--- src/rtl/serial_adder_ctrl_pkg.sv ---
// Shared types and helpers for the bit-serial add/subtract controller.
// State encodings are fixed to 2 bits; the unused code 2'd3 falls back to idle.
package serial_adder_ctrl_pkg;

  typedef enum logic [1:0] {
    ST_IDLE = 2'd0,
    ST_RUN  = 2'd1,
    ST_DONE = 2'd2
  } state_e;

  // Signed overflow: the carry into the MSB disagrees with the carry out of it.
  function automatic logic ovf_calc(input logic c_msb_in, input logic c_out);
    return c_msb_in ^ c_out;
  endfunction

endpackage

--- src/rtl/serial_adder_ctrl_fa.sv ---
// One-bit full adder built from two half adders.
// It is the single shared arithmetic cell of the serial controller.
module half_adder (
  input  logic x,
  input  logic y,
  output logic s,
  output logic c
);

  assign s = x ^ y;
  assign c = x & y;

endmodule

module full_adder (
  input  logic a,
  input  logic b,
  input  logic cin,
  output logic s,
  output logic cout
);

  logic s1_s;
  logic c1_s;
  logic c2_s;

  half_adder u_ha0 (.x(a),    .y(b),   .s(s1_s), .c(c1_s));
  half_adder u_ha1 (.x(s1_s), .y(cin), .s(s),    .c(c2_s));

  assign cout = c1_s | c2_s;

endmodule

--- src/rtl/serial_adder_ctrl.sv ---
// Bit-serial add/subtract controller: one full_adder cell is reused for WIDTH
// cycles, LSB first, with a start/busy/done handshake around the operation.
module serial_adder_ctrl
  import serial_adder_ctrl_pkg::*;
#(
  parameter int WIDTH = 8
) (
  input  logic             clk,
  input  logic             rst_n,
  input  logic             start,
  input  logic             sub,
  input  logic [WIDTH-1:0] a,
  input  logic [WIDTH-1:0] b,
  output logic             busy,
  output logic             done,
  output logic [WIDTH-1:0] sum,
  output logic             cout,
  output logic             ovf
);

  localparam int                CNT_W    = $clog2(WIDTH);
  localparam logic [CNT_W-1:0] CNT_LAST = CNT_W'(WIDTH - 1);

  state_e             state_r;
  state_e             state_nxt_s;
  logic [WIDTH-1:0]   a_sh_r;
  logic [WIDTH-1:0]   b_sh_r;
  // The result register is one bit short: the final bit comes straight from the cell.
  logic [WIDTH-2:0]   r_sh_r;
  logic [WIDTH-1:0]   r_full_s;
  logic               carry_r;
  logic               sub_r;
  logic [CNT_W-1:0]   cnt_r;
  logic               fa_b_s;
  logic               fa_sum_s;
  logic               fa_cout_s;
  logic               last_s;

  assign fa_b_s   = b_sh_r[0] ^ sub_r;
  assign r_full_s = {fa_sum_s, r_sh_r};
  assign last_s   = (cnt_r == CNT_LAST);

  full_adder u_fa (
    .a    (a_sh_r[0]),
    .b    (fa_b_s),
    .cin  (carry_r),
    .s    (fa_sum_s),
    .cout (fa_cout_s)
  );

  // Next-state decode; any unknown encoding recovers to idle.
  always_comb begin
    state_nxt_s = state_r;
    case (state_r)
      ST_IDLE: begin
        if (start) begin
          state_nxt_s = ST_RUN;
        end else begin
          state_nxt_s = ST_IDLE;
        end
      end
      ST_RUN: begin
        if (last_s) begin
          state_nxt_s = ST_DONE;
        end else begin
          state_nxt_s = ST_RUN;
        end
      end
      ST_DONE: state_nxt_s = ST_IDLE;
      default: state_nxt_s = ST_IDLE;
    endcase
  end

  // State, shift/carry/count datapath and registered result outputs.
  always_ff @(posedge clk) begin
    if (!rst_n) begin
      state_r <= ST_IDLE;
      a_sh_r  <= {WIDTH{1'b0}};
      b_sh_r  <= {WIDTH{1'b0}};
      r_sh_r  <= {(WIDTH-1){1'b0}};
      carry_r <= 1'b0;
      sub_r   <= 1'b0;
      cnt_r   <= {CNT_W{1'b0}};
      busy    <= 1'b0;
      done    <= 1'b0;
      sum     <= {WIDTH{1'b0}};
      cout    <= 1'b0;
      ovf     <= 1'b0;
    end else begin
      state_r <= state_nxt_s;
      busy    <= (state_nxt_s != ST_IDLE);
      done    <= (state_nxt_s == ST_DONE);
      case (state_r)
        ST_IDLE: begin
          if (start) begin
            a_sh_r  <= a;
            b_sh_r  <= b;
            carry_r <= sub;
            sub_r   <= sub;
            cnt_r   <= {CNT_W{1'b0}};
          end
        end
        ST_RUN: begin
          a_sh_r  <= {1'b0, a_sh_r[WIDTH-1:1]};
          b_sh_r  <= {1'b0, b_sh_r[WIDTH-1:1]};
          r_sh_r  <= r_full_s[WIDTH-1:1];
          carry_r <= fa_cout_s;
          if (last_s) begin
            // carry_r still holds the carry into the MSB during the last bit.
            cnt_r <= {CNT_W{1'b0}};
            sum   <= r_full_s;
            cout  <= fa_cout_s;
            ovf   <= ovf_calc(carry_r, fa_cout_s);
          end else begin
            cnt_r <= cnt_r + CNT_W'(1);
          end
        end
        ST_DONE: begin
          cnt_r <= {CNT_W{1'b0}};
        end
        default: begin
          cnt_r <= {CNT_W{1'b0}};
        end
      endcase
    end
  end

endmodule
--- config.mk ---
export PLATFORM = sky130hd
export DESIGN_NAME = serial_adder_ctrl
export DESIGN_NICKNAME = d
export VERILOG_FILES = /design/src/rtl/serial_adder_ctrl_pkg.sv /design/src/rtl/serial_adder_ctrl_fa.sv /design/src/rtl/serial_adder_ctrl.sv
export SDC_FILE = /design/constraint.sdc
export NUM_CORES = 1
export LEC_CHECK = 0
export CORE_MARGIN = 10
export CORE_UTILIZATION = 50
export DETAILED_ROUTE_END_ITERATION = 8
export GPL_ROUTABILITY_DRIVEN = 0
export PLACE_DENSITY = 0.85
export SYNTH_ARGS = -nofsm -noshare
export SYNTH_HDL_FRONTEND = slang
export SYNTH_HIERARCHICAL = 1
export SYNTH_SLANG_ARGS = --single-unit
--- constraint.sdc ---
create_clock -name clk -period 2 [get_ports clk]
set_input_delay 0.2 -clock clk [delete_from_list [all_inputs] [get_ports clk]]
set_output_delay 0.2 -clock clk [all_outputs]
set_load 0.1 [all_outputs]
# Yosys cells after proc, flatten, opt, wreduce, memory -nomap -nowiden
# Index checks and enable logic that the tools add are counted.
# word_totals
regBits	42
inputBits	20
output_inout_bits	12
# classes
add_sub_neg	1
eq_ne	4
mux	12
bitwise	7
n_reduce_logical	6
# op_table
cell	count
$pmux 8 s2	2
$mux 8	2
$mux 3	2
$pmux 3 s2	1
$reduce_and 2->1	3
$pmux 2 s2	1
$reduce_bool 2->1	2
$xor 1x1->1	4
$add 3x1->3 const B	1
$eq 3x3->1 const B	1
$and 1x1->1	2
$eq 2x1->1 const B	1
$eq 2x2->1 const B	1
$logic_not 2->1	1
$mux 1	2
$mux 2	1
$ne 2x2->1 const B	1
$pmux 1 s2	1
$or 1x1->1	1

# Depth between registers and ports, before layout
# Gate-level depths: netlist (run 1).
# logic_depth
word_depth	5
mapped_depth	7
depth_no_buf	7

# By module
# The synthesis (run 1) kept the hierarchy.
# by_module_without_submodules
mod	instances	cells_per_inst	area_each_um2	seq_area_each_um2
serial_adder_ctrl	1	184	1764.2	840.8
half_adder	2	1	12.5	0.0
full_adder	1	1	6.3	0.0

# Least setup slack after synthesis (run 1)
# OpenSTA, ideal clock, no wires.
# synth_path
kind	reg-to-reg
start	register b_sh_r[0]
end	register ovf
t_arrival_ns	1.451
required_time_ns	1.883
slack_ns	0.432
path_stages_with_launch	8
n_path_buf	0
path_cell_list	dfxtp_1 > xor2_1 > ha_1 > ha_1 > or2_1 > xnor2_1 > nand2_1 > o211a_1
# synth_between
elab_chain_len	5
# synth_rtl
item	line	rtl
from (decl)	serial_adder_ctrl.sv:27	logic [WIDTH-1:0] b_sh_r;
from (signal assigned)	serial_adder_ctrl.sv:79	b_sh_r <= {WIDTH{1'b0}};
from (signal assigned)	serial_adder_ctrl.sv:105	b_sh_r <= {1'b0, b_sh_r[WIDTH-1:1]};
$xor 1x1->1	serial_adder_ctrl.sv:39	assign fa_b_s = b_sh_r[0] ^ sub_r;
named net fa_b_s	serial_adder_ctrl.sv:34	logic fa_b_s;
$xor 1x1->1	serial_adder_ctrl_fa.sv:10	assign s = x ^ y;
named net u_fa.s1_s	serial_adder_ctrl_fa.sv:23	logic s1_s;
$and 1x1->1	serial_adder_ctrl_fa.sv:11	assign c = x & y;
named net u_fa.c2_s	serial_adder_ctrl_fa.sv:25	logic c2_s;
$or 1x1->1	serial_adder_ctrl_fa.sv:30	assign cout = c1_s | c2_s;
named net fa_cout_s	serial_adder_ctrl.sv:36	logic fa_cout_s;
$xor 1x1->1	serial_adder_ctrl_pkg.sv:13	return c_msb_in ^ c_out;
to (signal assigned)	serial_adder_ctrl.sv:113	ovf <= ovf_calc(carry_r, fa_cout_s);
to (decl)	serial_adder_ctrl.sv:18	output logic ovf
# The timed path passes the listed nets, and every way through them passes these cells.
# A chain may end at the register's enable or synchronous reset.

# Final worst setup path (run 1)
# Same ends and word-level chain as after synthesis.

==> results of run 1 <==
-- routing by layer --
metal | track usage, % | part of all wire [%]
met5 | 0 | 0
met4 | 3.35 | 1.5
met3 | 5.41 | 8.1
met2 | 16.9 | 44
met1 | 12.3 | 47
-- stage by stage --
step	worst slack [ns]	std cells	util [%]	area [sq um]
2_1_floorplan	0.432	187	-	1800
3_3_place_gp	0.346	254	61.2	2090
3_5_place_dp	0.320	254	61.2	2090
4_1_cts	0.285	261	62.6	2140
5_1_grt	0.165	261	62.6	2140
6_report	0.291	261	62.6	2140
-- area by class of cell --
type                       count  share of cell area [%]
clock buffer                   7                    2.11
tap                           46                    2.69
sequential                    42                    39.3
multi-input combinational    132                    41.1
timing repair buffer          34                    14.8
-- cell families after synthesis --
family / count (synthesis) / synth area share (%)
AND/OR/NAND/NOR: 71 / 18.3
adder cells (fa/ha/maj): 4 / 2.79
XOR/XNOR: 2 / 0.976
AO/OA/AOI/OAI: 40 / 18.5
multiplexers: 15 / 8.36
buffers and inverters: 13 / 4.25
flip-flops: 42 / 46.8
-- power breakdown --
group / switching [uW] / internal (uW)
Combinational: 108 / 120
Sequential: 27.5 / 877
Clock: 241 / 133
-- worst max path at each step --
stage	start	end	slack, ns
after floorplan	b_sh_r[0]	ovf	0.43
after CTS	b_sh_r[0]	ovf	0.29
after global routing	sub_r	ovf	0.17
after global placement	b_sh_r[0]	ovf	0.35
final	b_sh_r[0]	ovf	0.29
after detailed placement	b_sh_r[0]	ovf	0.32
-- cells in the final DEF, fill, tap and decap left out, types with 2 or more instances in the layout --
cell type	instances
a21boi_1	16
a21oi_1	2
a22oi_1	3
and2_1	3
buf_4	14
clkbuf_1	2
clkbuf_4	5
clkdlybuf4s50_1	19
dfxtp_1	42
ha_1	4
mux2i_1	15
nand2_1	47
nand2b_1	2
nor2_1	6
nor2b_1	5
nor3_1	2
nor3b_1	2
o211a_1	15
-- worst register-to-register path: stages (launching register included) --
cell,delay [ns]
dfxtp_1,0.33
xor2_1,0.16
ha_1,0.30
ha_1,0.18
or2_1,0.28
xnor2_1,0.16
nand2_1,0.07
o211a_1,0.14
-- registers in the layout, indices dropped and copies added, names as in the netlist --
register / cells
a_sh_r: 8
b_sh_r: 8
sum: 8
r_sh_r: 7
cnt_r: 3
state_r: 2
busy: 1
carry_r: 1
cout: 1
done: 1
ovf: 1
sub_r: 1
==> out/results.ini, run 1 <==
[run_status]
status=finished, final reports clean

[min_path]
hold_start=sum[2]
hold_depth=2
hold_path_end=sum[2]
hold_class=reg -> reg

[clocking]
cts_buffer_depth=2
post_cts_buffers=0
h-tree-depth=2
cts-root-buf=clkbuf_4
cts_hold_buf=0
ctsResizeCount=0
cts_tree=built
clk_pin_slew_worst_paths_ns=0.11
cts-buffers-inserted=5
cts_sinks=42
clock_latency_ns=0.34

[logic_synthesis]
syn_area_per_cell_sq_um=9.60
synth_top_flop_cell=dfxtp_1
yosys-top-cells-count=47 x nand2_1, 42 x dfxtp_1, 16 x a21boi_1, 15 x mux2i_1, 15 x o211a_1
seq_area_frac_synth_pct=46.8
syn_inst=187
synth.most_common_cell=nand2_1
netlist.area_leader.share_pct=46.8
synth-seq-cells=42
ys_types=28
syn-num-nets=211
synth-edff-count=0
synth_area_leaders=dfxtp_1 47%, nand2_1 9.8%, mux2i_1 8.4%
synth_top_cell_by_area=dfxtp_1
yosys_warnings=6
netlist_area_sq_um=1800
async_flop_share_pct=0

[timing]
layout_min_cycle_time_ns=1.71
fin_setup_tns_ns=0
skew_ns=0.00731
hold_viol=0
fin_hold_ws_ns=0.458
relSlewSlack_pct=64.7
grt_setup_unrepaired=false
drv_slew=0
finalSetupViolations=0
tightest_slew_ns=0.529
timing.fmax_mhz=585
fin_crit_sh_pct=85.4

[setup_path]
end_kind=register
arrival_ns=1.95
slowest_delay_ns=0.33
cp-start-kind=register
crit_type=reg -> reg
r2r-start=b_sh_r[0]
r2r_slack_ns=0.29
required_ns=2.24
cp_slowest_cell=dfxtp_1
crit_top_cell=ha_1
rr_worst_depth=7
crit_fanout=3
path_depth=7
crit_buf_inv=0
cpLargestDelayFamily=adder cells
regToRegEndpoint=ovf
crit_path_cell_trace=xor2_1 > ha_1 > ha_1 > or2_1 > xnor2_1 > nand2_1 > o211a_1

[floorplan]
dieHeight_um=79.9
die_w_um=79.9
initial_core_util_pct=52.6
ios=32
core_area_sq_um=3420
rows=21
die-area_sq_um=6390

[pwr]
leakage_uw=0.000968
total_power_uw=1510
power.density_nw_per_um2=705
ir_worst_vdd_uv=526

[drt]
wl_per_cell_um=12.8
viasPerCell=5.14
drt_pre_antenna_iters=4
wl_mm=3.34
drc_errors=0
ant_nets=0
via_count=1341
drtIter0Drc=70

[global_routing]
grt_pass1_vias=1298
grt_overflow=0
grt_antenna_before_repair=0
grt_pass1_wl_mm=5.67
grt_max_degree=41
grt.total_usage_pct=10.7

[flow_run]
max-cap-violations=0

[layout]
seqCellArea_sq_um=841
syn2layout_area_growth_pct=19.0
multi_input_area_sq_um=878
nNetsFinal=239
nFillCells=316
drive_above_1_share_pct=10.2
antennaDiodeCount=0

[place]
hpwl_mm=2.43
numPortBuffers=31

(Power assumes the default switching activity.)
==> inputs of run 2 (changes only) <==
SLEW_MARGIN = 20   (was not set)
==> results of run 2 <==
No change in the layout: final DEF, timing and power equal those of run 1.
==> inputs of run 3 (changes only) <==
SKIP_CTS_REPAIR_TIMING = 1   (was not set)
==> results of run 3 <==
No change in the layout: final DEF, timing and power equal those of run 1.
